<file path="config.mk">
export PLATFORM = sky130hd
export DESIGN_NAME = lsu_bus_master
export DESIGN_NICKNAME = d
export VERILOG_FILES = /design/src/rtl/lsu_bus_master.sv
export SDC_FILE = /design/constraint.sdc
export NUM_CORES = 1
export LEC_CHECK = 0
export ABC_CLOCK_PERIOD_IN_PS = 5300
export CAP_MARGIN = 20
export CELL_PAD_IN_SITES_DETAIL_PLACEMENT = 1
export CELL_PAD_IN_SITES_GLOBAL_PLACEMENT = 2
export CORE_UTILIZATION = 23
export DETAILED_ROUTE_END_ITERATION = 10
export GPL_ROUTABILITY_DRIVEN = 0
export PLACE_DENSITY = 0.91
export SYNTH_ARGS = -nofsm -noshare
export SYNTH_HDL_FRONTEND = slang
export SYNTH_SLANG_ARGS = --single-unit
</file>
<file path="constraint.sdc">
create_clock -name clk -period 5.3 [get_ports clk]
set_input_delay 1.325 -clock clk [delete_from_list [all_inputs] [get_ports clk]]
set_output_delay 1.325 -clock clk [all_outputs]
set_load 0.01 [all_outputs]
</file>
<file path="src/rtl/lsu_bus_master.sv">
// Load/store unit: turns one decoded memory request into AXI4-Lite-style
// read or write transactions, extending loads and building store strobes.
module lsu_bus_master #(
  parameter int ISA_WIDTH = 32
) (
  input  logic                 clk,
  input  logic                 rst,
  input  logic                 req_valid,
  output logic                 req_ready,
  input  logic                 is_load,
  input  logic                 is_store,
  input  logic [2:0]           funct3,
  input  logic [ISA_WIDTH-1:0] addr,
  input  logic [ISA_WIDTH-1:0] st_data,
  output logic                 done,
  output logic                 err,
  output logic [ISA_WIDTH-1:0] mem_r,
  output logic [ISA_WIDTH-1:0] araddr,
  output logic                 arvalid,
  input  logic                 arready,
  input  logic [ISA_WIDTH-1:0] rdata,
  input  logic [1:0]           rresp,
  input  logic                 rvalid,
  output logic                 rready,
  output logic [ISA_WIDTH-1:0] awaddr,
  output logic                 awvalid,
  input  logic                 awready,
  output logic [ISA_WIDTH-1:0] wdata,
  output logic [3:0]           wstrb,
  output logic                 wvalid,
  input  logic                 wready,
  input  logic [1:0]           bresp,
  input  logic                 bvalid,
  output logic                 bready
);

  typedef enum logic [2:0] {IDLE, AR, R, W, B, FIN} state_t;

  state_t               state, state_next;
  logic [ISA_WIDTH-1:0] addr_q, st_data_q;
  logic [2:0]           funct3_q;
  logic                 aw_done, w_done;
  logic                 fault, accept;
  logic [1:0]           off;
  logic [ISA_WIDTH-1:0] rdata_shift, load_ext;
  logic [3:0]           strb_base;

  assign accept = req_valid && (state == IDLE);
  assign off    = addr_q[1:0];

  // Requests that must never reach the bus: bad kind, bad size, misaligned.
  always_comb begin
    fault = 1'b0;
    if (is_load == is_store) begin
      fault = 1'b1;
    end else if (is_load) begin
      if (funct3 == 3'b011 || funct3 == 3'b110 || funct3 == 3'b111) fault = 1'b1;
    end else if (funct3 > 3'b010) begin
      fault = 1'b1;
    end
    if (funct3[1:0] == 2'b01 && addr[0]) fault = 1'b1;
    if (funct3[1:0] == 2'b10 && addr[1:0] != 2'b00) fault = 1'b1;
  end

  always_comb begin
    state_next = state;
    req_ready  = 1'b0;
    arvalid    = 1'b0;
    rready     = 1'b0;
    awvalid    = 1'b0;
    wvalid     = 1'b0;
    bready     = 1'b0;
    done       = 1'b0;
    case (state)
      IDLE: begin
        req_ready = 1'b1;
        if (req_valid) begin
          if (fault)        state_next = FIN;
          else if (is_load) state_next = AR;
          else              state_next = W;
        end
      end
      AR: begin
        arvalid = 1'b1;
        if (arready) state_next = R;
      end
      R: begin
        rready = 1'b1;
        if (rvalid) state_next = FIN;
      end
      W: begin
        // AW and W retire independently; leave once both have been taken.
        awvalid = !aw_done;
        wvalid  = !w_done;
        if ((aw_done || awready) && (w_done || wready)) state_next = B;
      end
      B: begin
        bready = 1'b1;
        if (bvalid) state_next = FIN;
      end
      FIN: begin
        done       = 1'b1;
        state_next = IDLE;
      end
      default: state_next = IDLE;
    endcase
  end

  always_comb begin
    rdata_shift = rdata >> {off, 3'b000};
    case (funct3_q)
      3'b000:  load_ext = {{(ISA_WIDTH-8){rdata_shift[7]}}, rdata_shift[7:0]};
      3'b001:  load_ext = {{(ISA_WIDTH-16){rdata_shift[15]}}, rdata_shift[15:0]};
      3'b100:  load_ext = {{(ISA_WIDTH-8){1'b0}}, rdata_shift[7:0]};
      3'b101:  load_ext = {{(ISA_WIDTH-16){1'b0}}, rdata_shift[15:0]};
      default: load_ext = rdata_shift;
    endcase
  end

  always_comb begin
    case (funct3_q[1:0])
      2'b00:   strb_base = 4'b0001;
      2'b01:   strb_base = 4'b0011;
      default: strb_base = 4'b1111;
    endcase
  end

  assign araddr = {addr_q[ISA_WIDTH-1:2], 2'b00};
  assign awaddr = {addr_q[ISA_WIDTH-1:2], 2'b00};
  assign wdata  = st_data_q << {off, 3'b000};
  assign wstrb  = strb_base << off;

  always_ff @(posedge clk or posedge rst) begin
    if (rst) begin
      state     <= IDLE;
      addr_q    <= '0;
      st_data_q <= '0;
      funct3_q  <= '0;
      aw_done   <= 1'b0;
      w_done    <= 1'b0;
      err       <= 1'b0;
      mem_r     <= '0;
    end else begin
      state <= state_next;
      if (accept) begin
        addr_q    <= addr;
        st_data_q <= st_data;
        funct3_q  <= funct3;
        err       <= fault;
        aw_done   <= 1'b0;
        w_done    <= 1'b0;
      end
      if (awvalid && awready) aw_done <= 1'b1;
      if (wvalid && wready)   w_done  <= 1'b1;
      // Errored loads still commit their (garbage) data to mem_r.
      if (rready && rvalid) begin
        mem_r <= load_ext;
        if (rresp != 2'b00) err <= 1'b1;
      end
      if (bready && bvalid && bresp != 2'b00) err <= 1'b1;
    end
  end

endmodule

</file>
==> results of run 1 <==
==> layout by cell type, fill, tap and decap left out, drive strengths merged <==
cell type and instances:
a211o 1, a211oi 17, a21oi 26, a22o 2
a32o 1, and2 17, buf 8, bufinv 1
clkbuf 10, clkdlybuf4s50 248, clkinv 3, conb 4
dfrtp 105, inv 5, mux2 10, mux2i 35
nand2 225, nand2b 3, nand3 17, nor2 46
nor2b 18, nor3 2, nor3b 2, nor4 2
o211ai 1, o21ai 22, o221ai 2, o22a 8
o22ai 1, o2bb2ai 1, o31a 1, o31ai 1
or2 1, xnor2 1
==> logic make-up (layout without fill, tap and decap cells) <==
logic type / count (synthesis) / in the layout / share of synthesized area
AND/OR/NAND/NOR: 333 / 333 / 0.244
buffers and inverters: 107 / 275 / 0.119
flip-flops: 105 / 105 / 0.461
AO/OA/AOI/OAI: 84 / 84 / 0.0930
multiplexers: 45 / 45 / 0.0818
other: 1 / 4 / 0.000658
XOR/XNOR: 1 / 1 / 0.00154
==> report_power, final <==
part / internal [µW] / switching, µW
Sequential: 1180 / 412
Combinational: 1440 / 1280
Clock: 375 / 323
Total: 3000 / 2010
==> synthesized netlist by cell type, types with 2 or more instances <==
cell type	instances
and2_1	17
nor2b_1	18
a22o_1	2
buf_4	66
inv_1	3
dfrtp_1	105
nand2_1	225
o21ai_0	22
o221ai_1	2
mux2_2	9
nor3b_1	2
buf_2	16
clkbuf_1	20
o22a_1	8
a211oi_1	17
nand3_1	17
a21oi_1	26
mux2i_1	35
nor4_1	2
nor2_1	46
nand2b_1	3
==> layout make-up <==
type,count,area share
Sequential cell,105,0.316
Clock buffer,10,0.0276
Inverter,3,0.00166
Multi-Input combinational cell,467,0.290
Clock inverter,6,0.00918
Tap cell,324,0.0488
Timing Repair Buffer,256,0.306
==> through the flow <==
step                utilization  power (µW)  cells  area [µm²]  worst slack, ns
floorplan                     -        3090    679        5710             1.21
global placement          0.329        4300   1155        8010             1.78
detailed placement        0.329        4350   1155        8010             1.75
CTS                       0.342        5090   1171        8310             1.37
global route              0.342        5360   1171        8310             1.22
finish                    0.342        5010   1171        8310             1.42
==> flip-flops by register name, summed over array words and instances, names as in the netlist <==
signal	count
addr_q	32
aw_done	1
err	1
funct3_q	3
mem_r	32
st_data_q	32
state	3
w_done	1
==> path summary, 6_finish.rpt <==
kind                                            from                         to  cells past startpoint
max                            addr_q[0]$_DFFE_PP0N_                   wstrb[2]                      4
min                        st_data_q[24]$_DFFE_PP0N_  st_data_q[24]$_DFFE_PP0N_                      2
max reg2reg                    addr_q[1]$_DFFE_PP0N_      mem_r[24]$_DFFE_PP0P_                      5
min reg2reg                st_data_q[24]$_DFFE_PP0N_  st_data_q[24]$_DFFE_PP0N_                      2
max in group asynchronous                        rst  st_data_q[30]$_DFFE_PP0N_                      3
min in group asynchronous                        rst      mem_r[10]$_DFFE_PP0P_                      2
==> metal layers <==
metal / routed length [µm] / global-route usage / vias up
li1: - / - / 2462
met3: 1300 / 0.0445 / 8
met5: 0 / 0 / -
met1: 8670 / 0.196 / 2546
met4: 114 / 0.0236 / 0
met2: 9560 / 0.259 / 152
==> worst reg2reg max path: stages, from the launching register on <==
cell and delay (ns):
dfrtp_2 0.80, buf_4 0.49, mux2_4 0.37, a32o_1 0.22, o211ai_1 0.60, nand3_1 0.17
==> impl_metrics.xml, run 1 <==
<?xml version="1.0" encoding="UTF-8"?>
<metrics>
  <group name="min_path">
    <metric name="hp-class" unit="">flop to flop</metric>
  </group>
  <group name="worst_setup_path">
    <metric name="path_cells" unit="">buf_4, a211oi_1, a21oi_1, clkdlybuf4s50_1</metric>
    <metric name="slowest_stage" unit="">dfrtp_2</metric>
    <metric name="critPathArrivalTime" unit="ns">2.56</metric>
    <metric name="class_of_the_most_critical_setup_path" unit="">flop to output port</metric>
    <metric name="path_delay_family" unit="">buffers and inverters</metric>
    <metric name="r2r_setup_slack" unit="ns">2.49</metric>
    <metric name="critical_path.n_buffers_inverters" unit="">2</metric>
    <metric name="cp-end-kind" unit="">output port</metric>
    <metric name="worst_ep_required" unit="ns">3.97</metric>
    <metric name="critical_path.startpoint_type" unit="">flop</metric>
    <metric name="worst-path-max-fanout" unit="">39</metric>
    <metric name="max_stage_delay" unit="ns">0.81</metric>
  </group>
  <group name="sta">
    <metric name="finalWorstPathRequiredPeriod" unit="ns">3.88</metric>
    <metric name="finalClockSkew" unit="ns">0.00797</metric>
    <metric name="whs" unit="ns">0.483</metric>
    <metric name="setup_tns" unit="ns">0</metric>
    <metric name="achievable-frequency" unit="MHz">258</metric>
    <metric name="worst_slew_pin_slew" unit="ns">0.862</metric>
    <metric name="finalHoldViolations" unit="">0</metric>
    <metric name="slew_violations" unit="">0</metric>
    <metric name="post-route-period-util" unit="">0.733</metric>
    <metric name="report.final.setup_viol" unit="">0</metric>
    <metric name="rsz_0062_raised_after_global_routing" unit="">no</metric>
    <metric name="worst_slew_margin_rel" unit="">0.425</metric>
  </group>
  <group name="drt">
    <metric name="wl_per_cell" unit="µm">16.8</metric>
    <metric name="via_per_inst" unit="">4.41</metric>
    <metric name="firstDrtPassIters" unit="">4</metric>
    <metric name="route.antenna.remaining_nets" unit="">0</metric>
    <metric name="drcViolationCount" unit="">0</metric>
    <metric name="dr.first_iter.drc_count" unit="">236</metric>
    <metric name="drt-total-wl" unit="µm">19600</metric>
    <metric name="detailroute.via_count" unit="">5168</metric>
  </group>
  <group name="cts">
    <metric name="ctsResizeCount" unit="">0</metric>
    <metric name="clock_sink_count" unit="">105</metric>
    <metric name="post-cts-setup-buffers" unit="">0</metric>
    <metric name="insertion_delay" unit="ns">0.35</metric>
    <metric name="htreeDepth" unit="">3</metric>
    <metric name="cts_root_buffer" unit="">clkbuf_16</metric>
    <metric name="cts_made_buffers" unit="">9</metric>
    <metric name="cts.path.max_buffers" unit="">2</metric>
    <metric name="tritoncts" unit="">yes</metric>
    <metric name="hold_buffers" unit="">0</metric>
    <metric name="cts.reportedPaths.clkPinSlew" unit="ns">0.08</metric>
  </group>
  <group name="global_routing">
    <metric name="grt_start_max_net_pins" unit="">56</metric>
    <metric name="number_of_global_route_vias_before_repair" unit="">5211</metric>
    <metric name="number_of_antenna_violations_at_the_first_check_in_global_routing" unit="">0</metric>
    <metric name="global_route_wire_length_before_repair" unit="µm">30300</metric>
    <metric name="overflow" unit="">0</metric>
    <metric name="track_usage" unit="">0.153</metric>
  </group>
  <group name="yosys">
    <metric name="netlist.top_cell.by_area" unit="">dfrtp_1</metric>
    <metric name="synth.lib_cells_used.distinct" unit="">36</metric>
    <metric name="async_flop_share" unit="">1.00</metric>
    <metric name="summed_instance_area_of_the_synthesized_netlist" unit="µm²">5700</metric>
    <metric name="syn_avg_cell_area" unit="µm²">8.44</metric>
    <metric name="netlist_instances" unit="">676</metric>
    <metric name="most_area_consuming_cells_after_synthesis" unit="">dfrtp_1 (46%), nand2_1 (15%), buf_4 (8.7%)</metric>
    <metric name="ys_dominant_reg_cell" unit="">dfrtp_1</metric>
    <metric name="ys_seq_area_frac" unit="">0.461</metric>
    <metric name="ys.warnings.count" unit="">0</metric>
    <metric name="yosys.area.top_type_share" unit="">0.461</metric>
    <metric name="synth_seq_cells" unit="">105</metric>
    <metric name="synth_edf_count" unit="">0</metric>
  </group>
  <group name="outcome">
    <metric name="outcome" unit="">finished, final reports clean</metric>
  </group>
  <group name="layout">
    <metric name="share_of_final_layout_standard_cells_stronger_than_drive_strength_1" unit="">0.0472</metric>
    <metric name="multi_input_comb_area" unit="µm²">2410</metric>
    <metric name="n_fill_cell" unit="">2805</metric>
    <metric name="fin_nets" unit="">955</metric>
    <metric name="layout-area-overhead-vs-synth" unit="%">45.7</metric>
    <metric name="antennaDiodeCount" unit="">0</metric>
    <metric name="regArea" unit="µm²">2630</metric>
  </group>
  <group name="power_and_ir_drop">
    <metric name="pwr_density_cell" unit="nW/µm²">603</metric>
    <metric name="leakagePower" unit="µW">0.00364</metric>
    <metric name="ir_drop" unit="V">0.000282</metric>
  </group>
  <group name="die">
    <metric name="start_util" unit="">0.235</metric>
    <metric name="floorplan.core_area" unit="µm²">24300</metric>
    <metric name="boundaryPins" unit="">253</metric>
    <metric name="num_rows" unit="">57</metric>
    <metric name="die_h" unit="µm">159</metric>
    <metric name="dieWidth" unit="µm">159</metric>
    <metric name="dieArea" unit="µm²">25400</metric>
  </group>
  <group name="placement">
    <metric name="io_buffer_count" unit="">248</metric>
    <metric name="detailed_place_hpwl" unit="µm">14400</metric>
  </group>
  <group name="run">
    <metric name="max-cap-violations" unit="">0</metric>
  </group>
</metrics>
(Power assumes the default switching activity.)
==> inputs of run 2 (changes only) <==
--- a/config.mk
+++ b/config.mk
@@ -5,7 +5,7 @@
 export SDC_FILE = /design/constraint.sdc
 export NUM_CORES = 1
 export LEC_CHECK = 0
-export ABC_CLOCK_PERIOD_IN_PS = 5300
+export ABC_CLOCK_PERIOD_IN_PS = 3900
 export CAP_MARGIN = 20
 export CELL_PAD_IN_SITES_DETAIL_PLACEMENT = 1
 export CELL_PAD_IN_SITES_GLOBAL_PLACEMENT = 2
==> constraint.sdc (replaced) <==
create_clock -name clk -period 3.9 [get_ports clk]
set_input_delay 0.975 -clock clk [delete_from_list [all_inputs] [get_ports clk]]
set_output_delay 0.975 -clock clk [all_outputs]
set_load 0.01 [all_outputs]
==> run 2 against run 1 <==
Compared with the run above: final area increased by 0.23%; largest cell class unchanged; cell count up 0.17%; sequential share of layout area down 0.071 points; die area unchanged; critical endpoint is now wdata[27]; via count decreased by 0.97%; largest power group unchanged; clock skew rose by 0.00088 ns; non-clock buffer count grew 2; critical path depth unchanged.
==> impl_metrics.xml, run 2 (same netlist as run 1, synthesis figures left out) <==
<?xml version="1.0" encoding="UTF-8"?>
<metrics>
  <group name="die">
    <metric name="floorplan.core_area" unit="µm²">24300</metric>
    <metric name="boundaryPins" unit="">253</metric>
    <metric name="dieArea" unit="µm²">25400</metric>
    <metric name="num_rows" unit="">57</metric>
    <metric name="die_h" unit="µm">159</metric>
    <metric name="dieWidth" unit="µm">159</metric>
    <metric name="start_util" unit="">0.235</metric>
  </group>
  <group name="worst_setup_path">
    <metric name="critical_path.n_buffers_inverters" unit="">2</metric>
    <metric name="r2r_setup_slack" unit="ns">1.42</metric>
    <metric name="path_delay_family" unit="">buffers and inverters</metric>
    <metric name="cp-end-kind" unit="">output port</metric>
    <metric name="worst-path-max-fanout" unit="">32</metric>
    <metric name="slowest_stage" unit="">dfrtp_2</metric>
    <metric name="crit-reg2reg-capture" unit="">mem_r[27]$_DFFE_PP0P_</metric>
    <metric name="worst_ep_required" unit="ns">2.92</metric>
    <metric name="ff_to_ff_start" unit="">addr_q[1]$_DFFE_PP0N_</metric>
    <metric name="critical_path.startpoint_type" unit="">flop</metric>
    <metric name="path_cells" unit="">buf_4, mux2i_1, a21oi_1, clkdlybuf4s50_1</metric>
    <metric name="max_stage_delay" unit="ns">0.54</metric>
    <metric name="reg2regPathDepth" unit="">5</metric>
    <metric name="critPathArrivalTime" unit="ns">2.37</metric>
    <metric name="class_of_the_most_critical_setup_path" unit="">flop to output port</metric>
  </group>
  <group name="cts">
    <metric name="cts_root_buffer" unit="">clkbuf_16</metric>
    <metric name="cts_made_buffers" unit="">9</metric>
    <metric name="htreeDepth" unit="">3</metric>
    <metric name="cts.reportedPaths.clkPinSlew" unit="ns">0.07</metric>
    <metric name="tritoncts" unit="">yes</metric>
    <metric name="post-cts-setup-buffers" unit="">0</metric>
    <metric name="cts.path.max_buffers" unit="">2</metric>
    <metric name="hold_buffers" unit="">0</metric>
    <metric name="ctsResizeCount" unit="">0</metric>
    <metric name="clock_sink_count" unit="">105</metric>
    <metric name="insertion_delay" unit="ns">0.36</metric>
  </group>
  <group name="power_and_ir_drop">
    <metric name="power_frac_comb" unit="">0.560</metric>
    <metric name="ir_drop" unit="V">0.000370</metric>
    <metric name="leakagePower" unit="µW">0.00365</metric>
    <metric name="power.total" unit="µW">6780</metric>
    <metric name="power_frac_clock" unit="">0.133</metric>
    <metric name="pwr_density_cell" unit="nW/µm²">814</metric>
    <metric name="power.internal" unit="µW">4060</metric>
    <metric name="power_switching_share" unit="">0.401</metric>
    <metric name="switching_power" unit="µW">2720</metric>
    <metric name="sequential_cell_fraction_of_total_power" unit="">0.307</metric>
  </group>
  <group name="sta">
    <metric name="achievable-frequency" unit="MHz">299</metric>
    <metric name="report.final.setup_viol" unit="">0</metric>
    <metric name="finalHoldViolations" unit="">0</metric>
    <metric name="worst_slew_margin_rel" unit="">0.499</metric>
    <metric name="finalClockSkew" unit="ns">0.00885</metric>
    <metric name="post-route-period-util" unit="">0.856</metric>
    <metric name="slew_violations" unit="">0</metric>
    <metric name="rsz_0062_raised_after_global_routing" unit="">no</metric>
    <metric name="worst_slew_pin_slew" unit="ns">0.751</metric>
    <metric name="postLayoutSetupSlackWorst" unit="ns">0.560</metric>
    <metric name="finalWorstPathRequiredPeriod" unit="ns">3.34</metric>
    <metric name="setup_tns" unit="ns">0</metric>
  </group>
  <group name="drt">
    <metric name="detailroute.via_count" unit="">5118</metric>
    <metric name="firstDrtPassIters" unit="">4</metric>
    <metric name="wl_per_cell" unit="µm">16.8</metric>
    <metric name="via_per_inst" unit="">4.36</metric>
    <metric name="dr.first_iter.drc_count" unit="">285</metric>
    <metric name="drt-total-wl" unit="µm">19700</metric>
    <metric name="drcViolationCount" unit="">0</metric>
    <metric name="route.antenna.remaining_nets" unit="">0</metric>
  </group>
  <group name="layout">
    <metric name="antennaDiodeCount" unit="">0</metric>
    <metric name="n_fill_cell" unit="">2845</metric>
    <metric name="layout-area-overhead-vs-synth" unit="%">46.1</metric>
    <metric name="largestRegisters" unit="">addr_q x32, mem_r x32, st_data_q x32</metric>
    <metric name="layout.cells.most_common" unit="">clkdlybuf4s50_1</metric>
    <metric name="final_cell_mix" unit="">clkdlybuf4s50_1 (248), nand2_1 (224), dfrtp_1 (103)</metric>
    <metric name="fin_nets" unit="">957</metric>
    <metric name="share_of_final_layout_standard_cells_stronger_than_drive_strength_1" unit="">0.0495</metric>
  </group>
  <group name="placement">
    <metric name="pre_cts_ws" unit="ns">0.954</metric>
    <metric name="detailed_place_hpwl" unit="µm">14500</metric>
    <metric name="io_buffer_count" unit="">248</metric>
  </group>
  <group name="global_routing">
    <metric name="global_route_wire_length_before_repair" unit="µm">31100</metric>
    <metric name="overflow" unit="">0</metric>
    <metric name="number_of_antenna_violations_at_the_first_check_in_global_routing" unit="">0</metric>
    <metric name="number_of_global_route_vias_before_repair" unit="">5398</metric>
    <metric name="track_usage" unit="">0.156</metric>
    <metric name="grt_start_max_net_pins" unit="">69</metric>
  </group>
  <group name="run">
    <metric name="max-cap-violations" unit="">0</metric>
  </group>
  <group name="outcome">
    <metric name="outcome" unit="">finished, final reports clean</metric>
  </group>
  <group name="min_path">
    <metric name="hp-class" unit="">flop to flop</metric>
    <metric name="hold_critical_path_endpoint" unit="">mem_r[7]$_DFFE_PP0P_</metric>
    <metric name="min_delay_path_depth" unit="">2</metric>
    <metric name="worstHoldStart" unit="">mem_r[7]$_DFFE_PP0P_</metric>
  </group>
</metrics>
[run 2: how the worst max path moves through the flow]
stage / from / cells past startpoint / to
floorplan: rst / 1 / addr_q[0]$_DFFE_PP0N_
global placement: addr_q[1]$_DFFE_PP0N_ / 4 / wdata[20]
detailed placement: addr_q[1]$_DFFE_PP0N_ / 4 / wdata[27]
CTS: addr_q[1]$_DFFE_PP0N_ / 4 / wdata[27]
global route: addr_q[1]$_DFFE_PP0N_ / 4 / wdata[20]
finish: addr_q[1]$_DFFE_PP0N_ / 4 / wdata[27]
[run 2: power groups by stage]
stage	Clock [µW]	Combinational [µW]	Sequential (µW)
6_report	903	3790	2080
5_1_grt	974	4130	2170
4_1_cts	949	3850	2090
3_5_place_dp	0	3830	2110
3_3_place_gp	0	3760	2090
2_1_floorplan	0	2210	1990
[run 2: layout make-up]
| type | instances | area (µm²) | area share |
|---|---|---|---|
| Sequential cell | 105 | 2630 | 0.316 |
| Inverter | 3 | 13.8 | 0.00165 |
| Clock buffer | 12 | 256 | 0.0308 |
| Clock inverter | 4 | 27.5 | 0.00330 |
| Multi-Input combinational cell | 467 | 2410 | 0.290 |
| Timing Repair Buffer | 258 | 2580 | 0.310 |
| Tap cell | 324 | 405 | 0.0487 |
[run 2: layer usage]
metal	GRT usage	vias to the layer above	part of all wire
met3	0.0391	11	0.059
li1	-	2468	-
met1	0.194	2470	0.44
met2	0.269	169	0.49
met5	0	-	0
met4	0.0389	0	0.0098
[run 2: through the flow]
stage / cell area, µm² / util / cells / hold WS, ns
after floorplan: 5710 / - / 679 / 0.438
final: 8330 / 0.342 / 1173 / 0.483
after detailed placement: 8050 / 0.331 / 1157 / 0.459
after global placement: 8050 / 0.331 / 1157 / 0.452
after CTS: 8330 / 0.342 / 1173 / 0.485
after global routing: 8330 / 0.342 / 1173 / 0.525
[run 2: worst min-delay path, delay by kind of cell (launching register included)]
family	cells	cell delay, ns
flops	1	0.34
compound gates	1	0.06
simple gates	1	0.05
==> inputs of run 3 (changes only) <==
==> config.mk (replaced) <==
export PLATFORM = sky130hd
export DESIGN_NAME = lsu_bus_master
export DESIGN_NICKNAME = d
export VERILOG_FILES = /design/src/rtl/lsu_bus_master.sv
export SDC_FILE = /design/constraint.sdc
export NUM_CORES = 1
export LEC_CHECK = 0
export ABC_CLOCK_PERIOD_IN_PS = 3900
export CAP_MARGIN = 20
export CORE_UTILIZATION = 40
export DETAILED_ROUTE_END_ITERATION = 10
export GPL_ROUTABILITY_DRIVEN = 0
export PLACE_DENSITY = 0.88
export SYNTH_ARGS = -nofsm -noshare
export SYNTH_HDL_FRONTEND = slang
export SYNTH_SLANG_ARGS = --single-unit
==> run 3 against run 2 <==
Compared with the run above: via count increased by 1.5%; routed wire length decreased by 15%; clock power increased by 10%; register-to-register slack got worse by 0.16 ns; maximum frequency decreased by 1.1%; clock skew decreased by 0.0028 ns; count of clock-buffer cells in the layout decreased by 1; largest power group unchanged; highest routed layer unchanged.
==> impl_metrics.xml, run 3 (same netlist as run 1, synthesis figures left out) <==
<?xml version="1.0" encoding="UTF-8"?>
<metrics>
  <group name="global_routing">
    <metric name="grt_start_max_net_pins" unit="">69</metric>
    <metric name="grt.met3_usage" unit="">0.0508</metric>
    <metric name="number_of_antenna_violations_at_the_first_check_in_global_routing" unit="">1</metric>
    <metric name="met2_track_usage_gr" unit="">0.397</metric>
    <metric name="number_of_global_route_vias_before_repair" unit="">5085</metric>
    <metric name="grtUsageMet1" unit="">0.274</metric>
    <metric name="global_route_wire_length_before_repair" unit="µm">26200</metric>
    <metric name="track_usage" unit="">0.231</metric>
    <metric name="global_route.peak_usage_layer" unit="">met2</metric>
    <metric name="overflow" unit="">0</metric>
  </group>
  <group name="power_and_ir_drop">
    <metric name="power.total" unit="µW">6810</metric>
    <metric name="ir_drop" unit="V">0.000445</metric>
    <metric name="leakagePower" unit="µW">0.00368</metric>
    <metric name="pwr_density_cell" unit="nW/µm²">831</metric>
  </group>
  <group name="layout">
    <metric name="n_fill_cell" unit="">1210</metric>
    <metric name="layout.cells.most_common" unit="">clkdlybuf4s50_1</metric>
    <metric name="largestRegisters" unit="">addr_q x32, mem_r x32, st_data_q x32</metric>
    <metric name="share_of_final_layout_standard_cells_stronger_than_drive_strength_1" unit="">0.0506</metric>
    <metric name="fin_nets" unit="">957</metric>
    <metric name="layout-area-overhead-vs-synth" unit="%">43.7</metric>
    <metric name="final_cell_mix" unit="">clkdlybuf4s50_1 (248), nand2_1 (224), dfrtp_1 (103)</metric>
  </group>
  <group name="cts">
    <metric name="cts.path.max_buffers" unit="">2</metric>
    <metric name="cts_root_buffer" unit="">clkbuf_16</metric>
    <metric name="clock_sink_count" unit="">105</metric>
    <metric name="post-cts-setup-buffers" unit="">0</metric>
    <metric name="insertion_delay" unit="ns">0.35</metric>
    <metric name="cts.reportedPaths.clkPinSlew" unit="ns">0.07</metric>
    <metric name="cts_made_buffers" unit="">9</metric>
    <metric name="ctsResizeCount" unit="">0</metric>
    <metric name="hold_buffers" unit="">0</metric>
    <metric name="htreeDepth" unit="">3</metric>
    <metric name="tritoncts" unit="">yes</metric>
  </group>
  <group name="die">
    <metric name="num_rows" unit="">43</metric>
    <metric name="start_util" unit="">0.411</metric>
    <metric name="boundaryPins" unit="">253</metric>
    <metric name="dieWidth" unit="µm">121</metric>
    <metric name="dieArea" unit="µm²">14700</metric>
    <metric name="die_h" unit="µm">121</metric>
    <metric name="floorplan.core_area" unit="µm²">13900</metric>
  </group>
  <group name="worst_setup_path">
    <metric name="cp-end-kind" unit="">output port</metric>
    <metric name="worst_ep_required" unit="ns">2.92</metric>
    <metric name="critical_path.startpoint_type" unit="">flop</metric>
    <metric name="worst-path-max-fanout" unit="">38</metric>
    <metric name="class_of_the_most_critical_setup_path" unit="">flop to output port</metric>
    <metric name="critPathArrivalTime" unit="ns">2.40</metric>
  </group>
  <group name="drt">
    <metric name="wl_per_cell" unit="µm">16.3</metric>
    <metric name="firstDrtPassIters" unit="">5</metric>
    <metric name="detailroute.via_count" unit="">5196</metric>
    <metric name="via_per_inst" unit="">5.04</metric>
    <metric name="route.antenna.remaining_nets" unit="">0</metric>
    <metric name="dr.first_iter.drc_count" unit="">333</metric>
    <metric name="drcViolationCount" unit="">0</metric>
    <metric name="drt-total-wl" unit="µm">16800</metric>
  </group>
  <group name="sta">
    <metric name="rsz_0062_raised_after_global_routing" unit="">no</metric>
    <metric name="setup_tns" unit="ns">0</metric>
    <metric name="finalClockSkew" unit="ns">0.00608</metric>
    <metric name="finalHoldViolations" unit="">0</metric>
    <metric name="achievable-frequency" unit="MHz">296</metric>
    <metric name="worst_slew_margin_rel" unit="">0.489</metric>
    <metric name="slew_violations" unit="">0</metric>
    <metric name="post-route-period-util" unit="">0.866</metric>
    <metric name="report.final.setup_viol" unit="">0</metric>
    <metric name="worst_slew_pin_slew" unit="ns">0.764</metric>
    <metric name="finalWorstPathRequiredPeriod" unit="ns">3.38</metric>
  </group>
  <group name="min_path">
    <metric name="hp-class" unit="">flop to flop</metric>
  </group>
  <group name="run">
    <metric name="max-cap-violations" unit="">0</metric>
  </group>
  <group name="placement">
    <metric name="io_buffer_count" unit="">248</metric>
    <metric name="detailed_place_hpwl" unit="µm">12400</metric>
  </group>
  <group name="outcome">
    <metric name="outcome" unit="">finished, final reports clean</metric>
  </group>
</metrics>
[run 3: cell count changes in the layout (fill, tap and decap cells not counted)]
cell / change
clkinvlp_4: +1
diode_2: +1
clkbuf_1: -1
clkinv_4: -2
bufinv_16: +2
[run 3: worst max-delay path, stage by stage (launching register included)]
cell,delay [ns]
dfrtp_2,0.65
nor2_1,0.61
and2_1,0.24
clkdlybuf4s50_1,0.54
[run 3: final cells by class]
class	count	area, µm²	area share
multi-input cells	467	2410	0.294
inverters	3	13.8	0.00168
clock buffers	11	253	0.0308
diodes	1	2.50	0.000305
flip-flops and latches	105	2630	0.321
well taps	180	225	0.0275
repair buffers	258	2580	0.315
clock inverters	5	77.6	0.00946
[run 3: path summary, 6_finish.rpt]
check / from / cells after the start / endpoint / slack (ns)
hold reg to reg: st_data_q[24]$_DFFE_PP0N_ / 2 / st_data_q[24]$_DFFE_PP0N_ / 0.48
setup reg to reg: addr_q[1]$_DFFE_PP0N_ / 5 / mem_r[25]$_DFFE_PP0P_ / 1.26
setup / recovery: addr_q[1]$_DFFE_PP0N_ / 3 / wdata[7] / 0.52
hold / removal: st_data_q[24]$_DFFE_PP0N_ / 2 / st_data_q[24]$_DFFE_PP0N_ / 0.48
max in group asynchronous: rst / 3 / st_data_q[11]$_DFFE_PP0N_ / 2.10
min in group asynchronous: rst / 2 / mem_r[6]$_DFFE_PP0P_ / 1.08
[run 3: report_power, final]
group          switching, µW  total [µW]  internal (µW)  leakage [µW]
Combinational           1730        3710           1980       0.00222
Sequential               498        2100           1610       0.00130
Clock                    399         995            595      0.000162
[run 3: metal layers]
layer,routed length [µm],up-vias
met5,0,-
met1,6600,2470
li1,-,2475
met3,1300,40
met2,8360,211
met4,493,0
[run 3: metrics by stage]
| step | hold WS, ns | worst slack [ns] | utilization | cell area, µm² | cells |
|---|---|---|---|---|---|
| after floorplan | 0.438 | 0.164 | - | 5710 | 679 |
| after global placement | 0.451 | 0.947 | 0.567 | 7870 | 1013 |
| after detailed placement | 0.464 | 0.896 | 0.567 | 7870 | 1013 |
| after CTS | 0.480 | 0.491 | 0.590 | 8200 | 1029 |
| after global routing | 0.504 | 0.396 | 0.591 | 8200 | 1030 |
| final | 0.476 | 0.521 | 0.591 | 8200 | 1030 |
